--- src/rtl/mem_access_ctrl.sv ---
// mem_access_ctrl
// Sits between the MEM stage and the multi-cycle data RAM. It takes one load
// or store per transaction, drives the RAM cs/we handshake, and does a
// read-modify-write for byte and halfword stores. Load data is returned
// sign- or zero-extended. Misaligned accesses and RAM timeouts return an error.
//
// Ports
//   clk, rst            clock (rising edge), asynchronous active-low reset
//   req_valid/req_ready request handshake (req_ready high only in IDLE)
//   req_we              1 = store, 0 = load
//   req_size            0 byte, 1 halfword, 2/3 word
//   req_signed          load extension: 1 sign, 0 zero
//   req_addr            byte address
//   req_wdata           store data, right-aligned
//   resp_valid          one-cycle completion pulse
//   resp_rdata          load result (0 for stores and errors)
//   resp_err            error flag, qualified by resp_valid
//   mem_cs/mem_we       RAM chip select / write enable
//   mem_addr            RAM word address
//   mem_din/mem_dout    RAM write / read data
//   mem_stall           RAM busy
//
// state | meaning
// IDLE  | ready for a request
// RD    | RAM read in progress (load, or first half of a sub-word store)
// MERGE | cs low for one cycle, merged word presented on mem_din
// WR    | RAM write in progress
// RESP  | resp_valid pulse, then back to IDLE

module mem_access_ctrl #(
   parameter int TIMEOUT = 32
) (
   input  logic        clk,
   input  logic        rst,
   input  logic        req_valid,
   input  logic        req_we,
   input  logic [1:0]  req_size,
   input  logic        req_signed,
   input  logic [31:0] req_addr,
   input  logic [31:0] req_wdata,
   output logic        req_ready,
   output logic        resp_valid,
   output logic [31:0] resp_rdata,
   output logic        resp_err,
   output logic        mem_cs,
   output logic        mem_we,
   output logic [31:0] mem_addr,
   output logic [31:0] mem_din,
   input  logic [31:0] mem_dout,
   input  logic        mem_stall
);

   localparam int CW = $clog2(TIMEOUT + 1);

   typedef enum logic [2:0] {
      S_IDLE,
      S_RD,
      S_MERGE,
      S_WR,
      S_RESP
   } state_t;

   state_t      r_state, w_state_nxt;
   logic [CW-1:0] r_cnt, w_cnt_nxt;

   logic        r_we, w_we_nxt;
   logic [1:0]  r_size, w_size_nxt;
   logic        r_signed, w_signed_nxt;
   logic [1:0]  r_lane, w_lane_nxt;
   logic [31:0] r_wdata, w_wdata_nxt;

   logic        r_req_ready, w_req_ready_nxt;
   logic        r_resp_valid, w_resp_valid_nxt;
   logic [31:0] r_resp_rdata, w_resp_rdata_nxt;
   logic        r_resp_err, w_resp_err_nxt;
   logic        r_mem_cs, w_mem_cs_nxt;
   logic        r_mem_we, w_mem_we_nxt;
   logic [31:0] r_mem_addr, w_mem_addr_nxt;
   logic [31:0] r_mem_din, w_mem_din_nxt;

   logic        w_accept;
   logic        w_misaligned;
   logic        w_timeout;
   logic [31:0] w_shift;
   logic [31:0] w_load_data;
   logic [31:0] w_merged;

   assign w_accept     = (r_state == S_IDLE) && r_req_ready && req_valid;
   assign w_misaligned = ((req_size == 2'd1) && req_addr[0]) ||
                         (req_size[1] && (req_addr[1:0] != 2'b00));
   // Terminal count: this stalled cycle is the TIMEOUT-th one.
   assign w_timeout    = mem_stall && (r_cnt == CW'(TIMEOUT - 1));

   // Aligned halfwords have lane[0]=0, so one byte-granular shift covers both.
   assign w_shift = mem_dout >> {r_lane, 3'b000};

   always_comb begin
      w_load_data = mem_dout;
      case (r_size)
         2'd0:    w_load_data = {{24{r_signed & w_shift[7]}},  w_shift[7:0]};
         2'd1:    w_load_data = {{16{r_signed & w_shift[15]}}, w_shift[15:0]};
         default: w_load_data = mem_dout;
      endcase
   end

   always_comb begin
      w_merged = mem_dout;
      case (r_size)
         2'd0:    w_merged[{r_lane, 3'b000} +: 8]      = r_wdata[7:0];
         2'd1:    w_merged[{r_lane[1], 4'b0000} +: 16] = r_wdata[15:0];
         default: w_merged = r_wdata;
      endcase
   end

   always_comb begin
      w_state_nxt      = r_state;
      w_we_nxt         = r_we;
      w_size_nxt       = r_size;
      w_signed_nxt     = r_signed;
      w_lane_nxt       = r_lane;
      w_wdata_nxt      = r_wdata;
      w_resp_rdata_nxt = r_resp_rdata;
      w_resp_err_nxt   = r_resp_err;
      w_mem_addr_nxt   = r_mem_addr;
      w_mem_din_nxt    = r_mem_din;

      case (r_state)
         S_IDLE: begin
            if (w_accept) begin
               w_we_nxt         = req_we;
               w_size_nxt       = req_size;
               w_signed_nxt     = req_signed;
               w_lane_nxt       = req_addr[1:0];
               w_wdata_nxt      = req_wdata;
               w_mem_addr_nxt   = {2'b00, req_addr[31:2]};
               w_resp_rdata_nxt = '0;
               w_resp_err_nxt   = 1'b0;
               if (w_misaligned) begin
                  w_resp_err_nxt = 1'b1;
                  w_state_nxt    = S_RESP;
               end else if (req_we && req_size[1]) begin
                  w_mem_din_nxt = req_wdata;
                  w_state_nxt   = S_WR;
               end else begin
                  w_state_nxt = S_RD;
               end
            end
         end
         S_RD: begin
            if (!mem_stall) begin
               if (r_we) begin
                  w_mem_din_nxt = w_merged;
                  w_state_nxt   = S_MERGE;
               end else begin
                  w_resp_rdata_nxt = w_load_data;
                  w_state_nxt      = S_RESP;
               end
            end else if (w_timeout) begin
               w_resp_err_nxt   = 1'b1;
               w_resp_rdata_nxt = '0;
               w_state_nxt      = S_RESP;
            end
         end
         S_MERGE: begin
            w_state_nxt = S_WR;
         end
         S_WR: begin
            if (!mem_stall) begin
               w_state_nxt = S_RESP;
            end else if (w_timeout) begin
               w_resp_err_nxt = 1'b1;
               w_state_nxt    = S_RESP;
            end
         end
         S_RESP: begin
            w_state_nxt = S_IDLE;
         end
         default: begin
            w_state_nxt = S_IDLE;
         end
      endcase

      // Outputs are registered, so they are decoded from the state being entered.
      w_req_ready_nxt  = (w_state_nxt == S_IDLE);
      w_resp_valid_nxt = (w_state_nxt == S_RESP);
      w_mem_cs_nxt     = (w_state_nxt == S_RD) || (w_state_nxt == S_WR);
      w_mem_we_nxt     = (w_state_nxt == S_WR);

      w_cnt_nxt = r_cnt;
      if (w_state_nxt != r_state) begin
         w_cnt_nxt = '0;
      end else if (((r_state == S_RD) || (r_state == S_WR)) && mem_stall) begin
         w_cnt_nxt = r_cnt + 1'b1;
      end
   end

   always_ff @(posedge clk or negedge rst) begin
      if (!rst) begin
         r_state      <= S_IDLE;
         r_cnt        <= '0;
         r_we         <= 1'b0;
         r_size       <= 2'd0;
         r_signed     <= 1'b0;
         r_lane       <= 2'd0;
         r_wdata      <= '0;
         r_req_ready  <= 1'b0;
         r_resp_valid <= 1'b0;
         r_resp_rdata <= '0;
         r_resp_err   <= 1'b0;
         r_mem_cs     <= 1'b0;
         r_mem_we     <= 1'b0;
         r_mem_addr   <= '0;
         r_mem_din    <= '0;
      end else begin
         r_state      <= w_state_nxt;
         r_cnt        <= w_cnt_nxt;
         r_we         <= w_we_nxt;
         r_size       <= w_size_nxt;
         r_signed     <= w_signed_nxt;
         r_lane       <= w_lane_nxt;
         r_wdata      <= w_wdata_nxt;
         r_req_ready  <= w_req_ready_nxt;
         r_resp_valid <= w_resp_valid_nxt;
         r_resp_rdata <= w_resp_rdata_nxt;
         r_resp_err   <= w_resp_err_nxt;
         r_mem_cs     <= w_mem_cs_nxt;
         r_mem_we     <= w_mem_we_nxt;
         r_mem_addr   <= w_mem_addr_nxt;
         r_mem_din    <= w_mem_din_nxt;
      end
   end

   assign req_ready  = r_req_ready;
   assign resp_valid = r_resp_valid;
   assign resp_rdata = r_resp_rdata;
   assign resp_err   = r_resp_err;
   assign mem_cs     = r_mem_cs;
   assign mem_we     = r_mem_we;
   assign mem_addr   = r_mem_addr;
   assign mem_din    = r_mem_din;

endmodule

--- config.mk ---
export PLATFORM = sky130hd
export DESIGN_NAME = mem_access_ctrl
export DESIGN_NICKNAME = d
export VERILOG_FILES = /design/src/rtl/mem_access_ctrl.sv
export SDC_FILE = /design/constraint.sdc
export NUM_CORES = 1
export LEC_CHECK = 0
export BUFFER_PORTS_ARGS = -buffer_cell sky130_fd_sc_hd__buf_4
export CORE_MARGIN = 8
export CORE_UTILIZATION = 58
export CTS_BUF_LIST = sky130_fd_sc_hd__clkbuf_4 sky130_fd_sc_hd__clkbuf_8
export CTS_CLUSTER_SIZE = 10
export DETAILED_ROUTE_END_ITERATION = 6
export HOLD_SLACK_MARGIN = 0.06
export PLACE_DENSITY = 0.86
export SYNTH_ARGS = -nofsm -noshare
export SYNTH_HDL_FRONTEND = slang
export SYNTH_SLANG_ARGS = --single-unit
--- constraint.sdc ---
create_clock -name clk -period 4.6 [get_ports clk]
set_input_delay 0.23 -clock clk [delete_from_list [all_inputs] [get_ports clk]]
set_output_delay 0.23 -clock clk [all_outputs]
set_load 0.05 [all_outputs]
==> metrics.md <==
| Metric | Value |
|---|---|
| Run status | `complete, but fails checks` |
| Failing checks | `design-rule violations` |
| CORE AREA | `0.0121 mm2` |
| Largest net degree at the start of global routing | `68` |
| Post-CTS resize count | `0` |
| Worst slack at placement | `1.68 ns` |
| Drt wl/cell | `21.5 um` |
| Routability cong. | `0.952` |
| Max Clock Freq | `319 MHz` |
| Reg power frac | `31.0%` |
| Site row count | `40` |
| Congestion Overflow GR | `0` |
| Layout cells sized above 1 | `24.2%` |
| Post-route DRC violation count | `2` |
| Total GRT Usage | `32.5%` |
| First-pass DRT Iterations | `7` |
| Drt total wl | `26,400 um` |
| Initial antenna violation count | `1` |
| Clock Latency Late Sink | `0.47 ns` |
| Fin. max-slew vios | `0` |
| Sequential share of the synthesized area | `50.8%` |
| Critical Path AT | `3.54 ns` |
| Hold depth | `2` |
| Die width | `127 um` |
| Clock network fraction of design power | `13.1%` |
| Area growth from synthesis to layout | `38.9%` |
| Final period util | `68.2%` |
| Post-Syn Instances | `790` |
| Die area | `0.0162 mm2` |
| Max IR drop VDD | `485 uV` |
| Comb power frac | `55.9%` |
| Worst endpoint required time | `5.01 ns` |
| Multi-input combinational cell area | `0.00328 mm2` |
| Inst Count DP | `1,115` |
| Worst Max-Slew Pin Slew | `1.09 ns` |
| Post-route ant nets | `0` |
| Fin worst setup slack | `1.46 ns` |
| Synth area leaders | `dfrtp_1 51%, nand2_1 13%, a21oi_1 3.7%` |
| Cell Chain, Critical Path | `inv_1 > ha_1 > nor3b_1 > a31oi_1 > o211ai_1 > a22o_1` |
| Die height | `127 um` |
| DRT iter0 DRCs | `965` |
| Root buf cell | `clkbuf_8` |
| Post-CTS setup buffers | `0` |
| Clk_skew | `0.0108 ns` |
| FF-to-FF path depth | `6` |
| Hold Violations, Final | `0` |
| TNS Setup | `0 ns` |
| Final setup viols | `0` |
| Filler cells | `717` |
| Slowest CP cell | `nor3b_1` |
| Reg area | `0.00365 mm2` |
| Number of synthesized register bits | `146` |
| Initial Util | `59.7%` |
| Vias per cell | `6.11` |
| Vias in the first global route | `7,486` |
| Synth Warn # | `0` |
| Count leader, synth | `nand2_1` |
| Detailed Place HPWL | `16,600 um` |
| P_leak | `4.81 nW` |
| Crit Path Max Fanout | `21` |
| Post-synth top cells | `247 x nand2_1, 146 x dfrtp_1, 53 x a21oi_1` |
| Crit path largest cell delay | `0.89 ns` |
| Number of synthesized flops with an enable pin | `0` |
| CTS sink cnt | `146` |
| Htree depth | `4` |
| Hold-fix buffers, CTS | `83` |
| PortBufs | `202` |
| Mapped cell area | `0.00720 mm2` |
| Crit. End Element | `flop` |
| CP Launch Type | `flop` |
| Main flop type after synthesis | `dfrtp_1` |
| Period minus WS final | `3.14 ns` |
| Internal power | `3.67 mW` |
| RSZ-0062 raised after global routing | `false` |
| Synth unique cells | `55` |
| Top Ports | `205` |
| FFs w/ async S/R, synth | `100%` |
| Max-Cap Viols | `0` |
| Sw Ratio | `51.9%` |
| Synth top area share | `50.8%` |
| Nets@finish | `1,159` |
| Final Instance Count excl. Fillers | `1,231` |
| Worst-path clk slew | `0.08 ns` |
| Via count | `7,516` |
| CTS Buf Count | `17` |
| Worst min path class | `in2reg` |
| TritonCTS clock tree | `built` |
| Switching power | `3.95 mW` |
| PwrDens | `762 mW/mm2` |
| First-pass GRT wire length | `41,100 um` |
| Leading area contributor after synthesis | `dfrtp_1` |
| Synthesized area per cell | `9.11 um2` |
| Max_slew headroom | `27.3%` |
| WS Path Type | `reg2reg` |
| Max Root-Sink Buffers | `2` |
final cells by class:
class | instances | share of cell area [%]
multi-input cells | 581 | 32.8
clock buffers | 22 | 2.84
inverters | 7 | 0.263
clock inverters | 10 | 1.09
well taps | 168 | 2.10
diodes | 1 | 0.0250
flip-flops and latches | 146 | 36.5
repair buffers | 296 | 24.3
power groups by stage:
stage | clock network, mW | registers [mW] | logic (mW)
final | 1.00 | 2.36 | 4.26
after global routing | 1.06 | 2.40 | 4.52
after CTS | 1.01 | 2.32 | 4.18
after detailed placement | 0 | 2.32 | 4.11
after global placement | 0 | 2.32 | 4.03
after floorplan | 0 | 3.35 | 1.79
per-layer routing:
layer	wire length [um]	part of all wire, %	GRT usage (%)	up-vias
met3	3140	12	9.98	105
li1	-	-	-	3326
met1	10000	38	40.4	3534
met5	0	0	0	-
met2	12300	46	51.6	551
met4	1010	3.8	13.8	0
worst max-delay path: cells and delay by family (launching register included):
kind            cells  cell delay [ns]
compound gates      3             0.63
fa+ha+maj           1             0.41
flops               1             0.86
simple gates        1             0.89
buf+inv             1             0.29
path summary, 6_finish.rpt:
| path | slack (ns) | to | from |
|---|---|---|---|
| worst min-delay path | 0.09 | resp_rdata[30] | mem_dout[30] |
| worst max-delay path | 1.46 | mem_din[23] | r_lane[1] |
| max in group asynchronous | 3.29 | mem_din[2] | rst |
| worst max register to register | 1.46 | mem_din[23] | r_lane[1] |
| worst min register to register | 0.48 | r_wdata[27] | r_wdata[27] |
| min in group asynchronous | 0.25 | resp_rdata[22] | rst |
registers in the layout, indices dropped and copies added, names as in the netlist:
signal,count
r_signed,1
resp_valid,1
mem_din,32
r_wdata,32
mem_addr,30
mem_cs,1
resp_err,1
r_lane,2
r_we,1
mem_we,1
r_state,3
r_size,2
resp_rdata,32
r_cnt,6
req_ready,1
cell families (layout without fill, tap and decap cells):
kind of cell / after synthesis / after routing / synth area share, %
other: 1 / 3 / 0.0521
flip-flops: 146 / 146 / 50.8
XOR/XNOR: 5 / 5 / 0.609
AO/OA/AOI/OAI: 226 / 226 / 22.6
multiplexers: 11 / 11 / 1.55
buffers and inverters: 64 / 335 / 3.98
AND/OR/NAND/NOR: 331 / 331 / 19.4
adder cells (fa/ha/maj): 6 / 6 / 1.04
stage by stage:
step	hold WS, ns	util [%]	total power, mW	area, um2
floorplan	-0.0656	-	5.14	7200
global placement	0.177	72.7	6.34	8770
detailed placement	0.178	72.7	6.43	8770
CTS	0.0649	82.9	7.50	10000
global route	0.0683	82.9	7.98	10000
finish	0.0899	82.9	7.62	10000
cells in the final DEF, fill, tap and decap left out, drive strengths merged, types with 3 or more instances in the layout:
master       count
nand2b           4
xor2             3
clkbuf          22
a22oi            8
inv              7
clkinv           6
a222oi           4
buf            213
nor3             5
a221oi          28
a21o             9
a31oi           16
nand3            5
dfrtp          146
a22o            16
ha               6
nand4            3
nor2            35
nand2          247
o21ai           25
o211ai          17
mux2i           10
a221o           17
nor2b           19
o221ai           7
o31ai           16
a21oi           53
dlygate4sd3     83
Power figures use the tool's default switching activity.
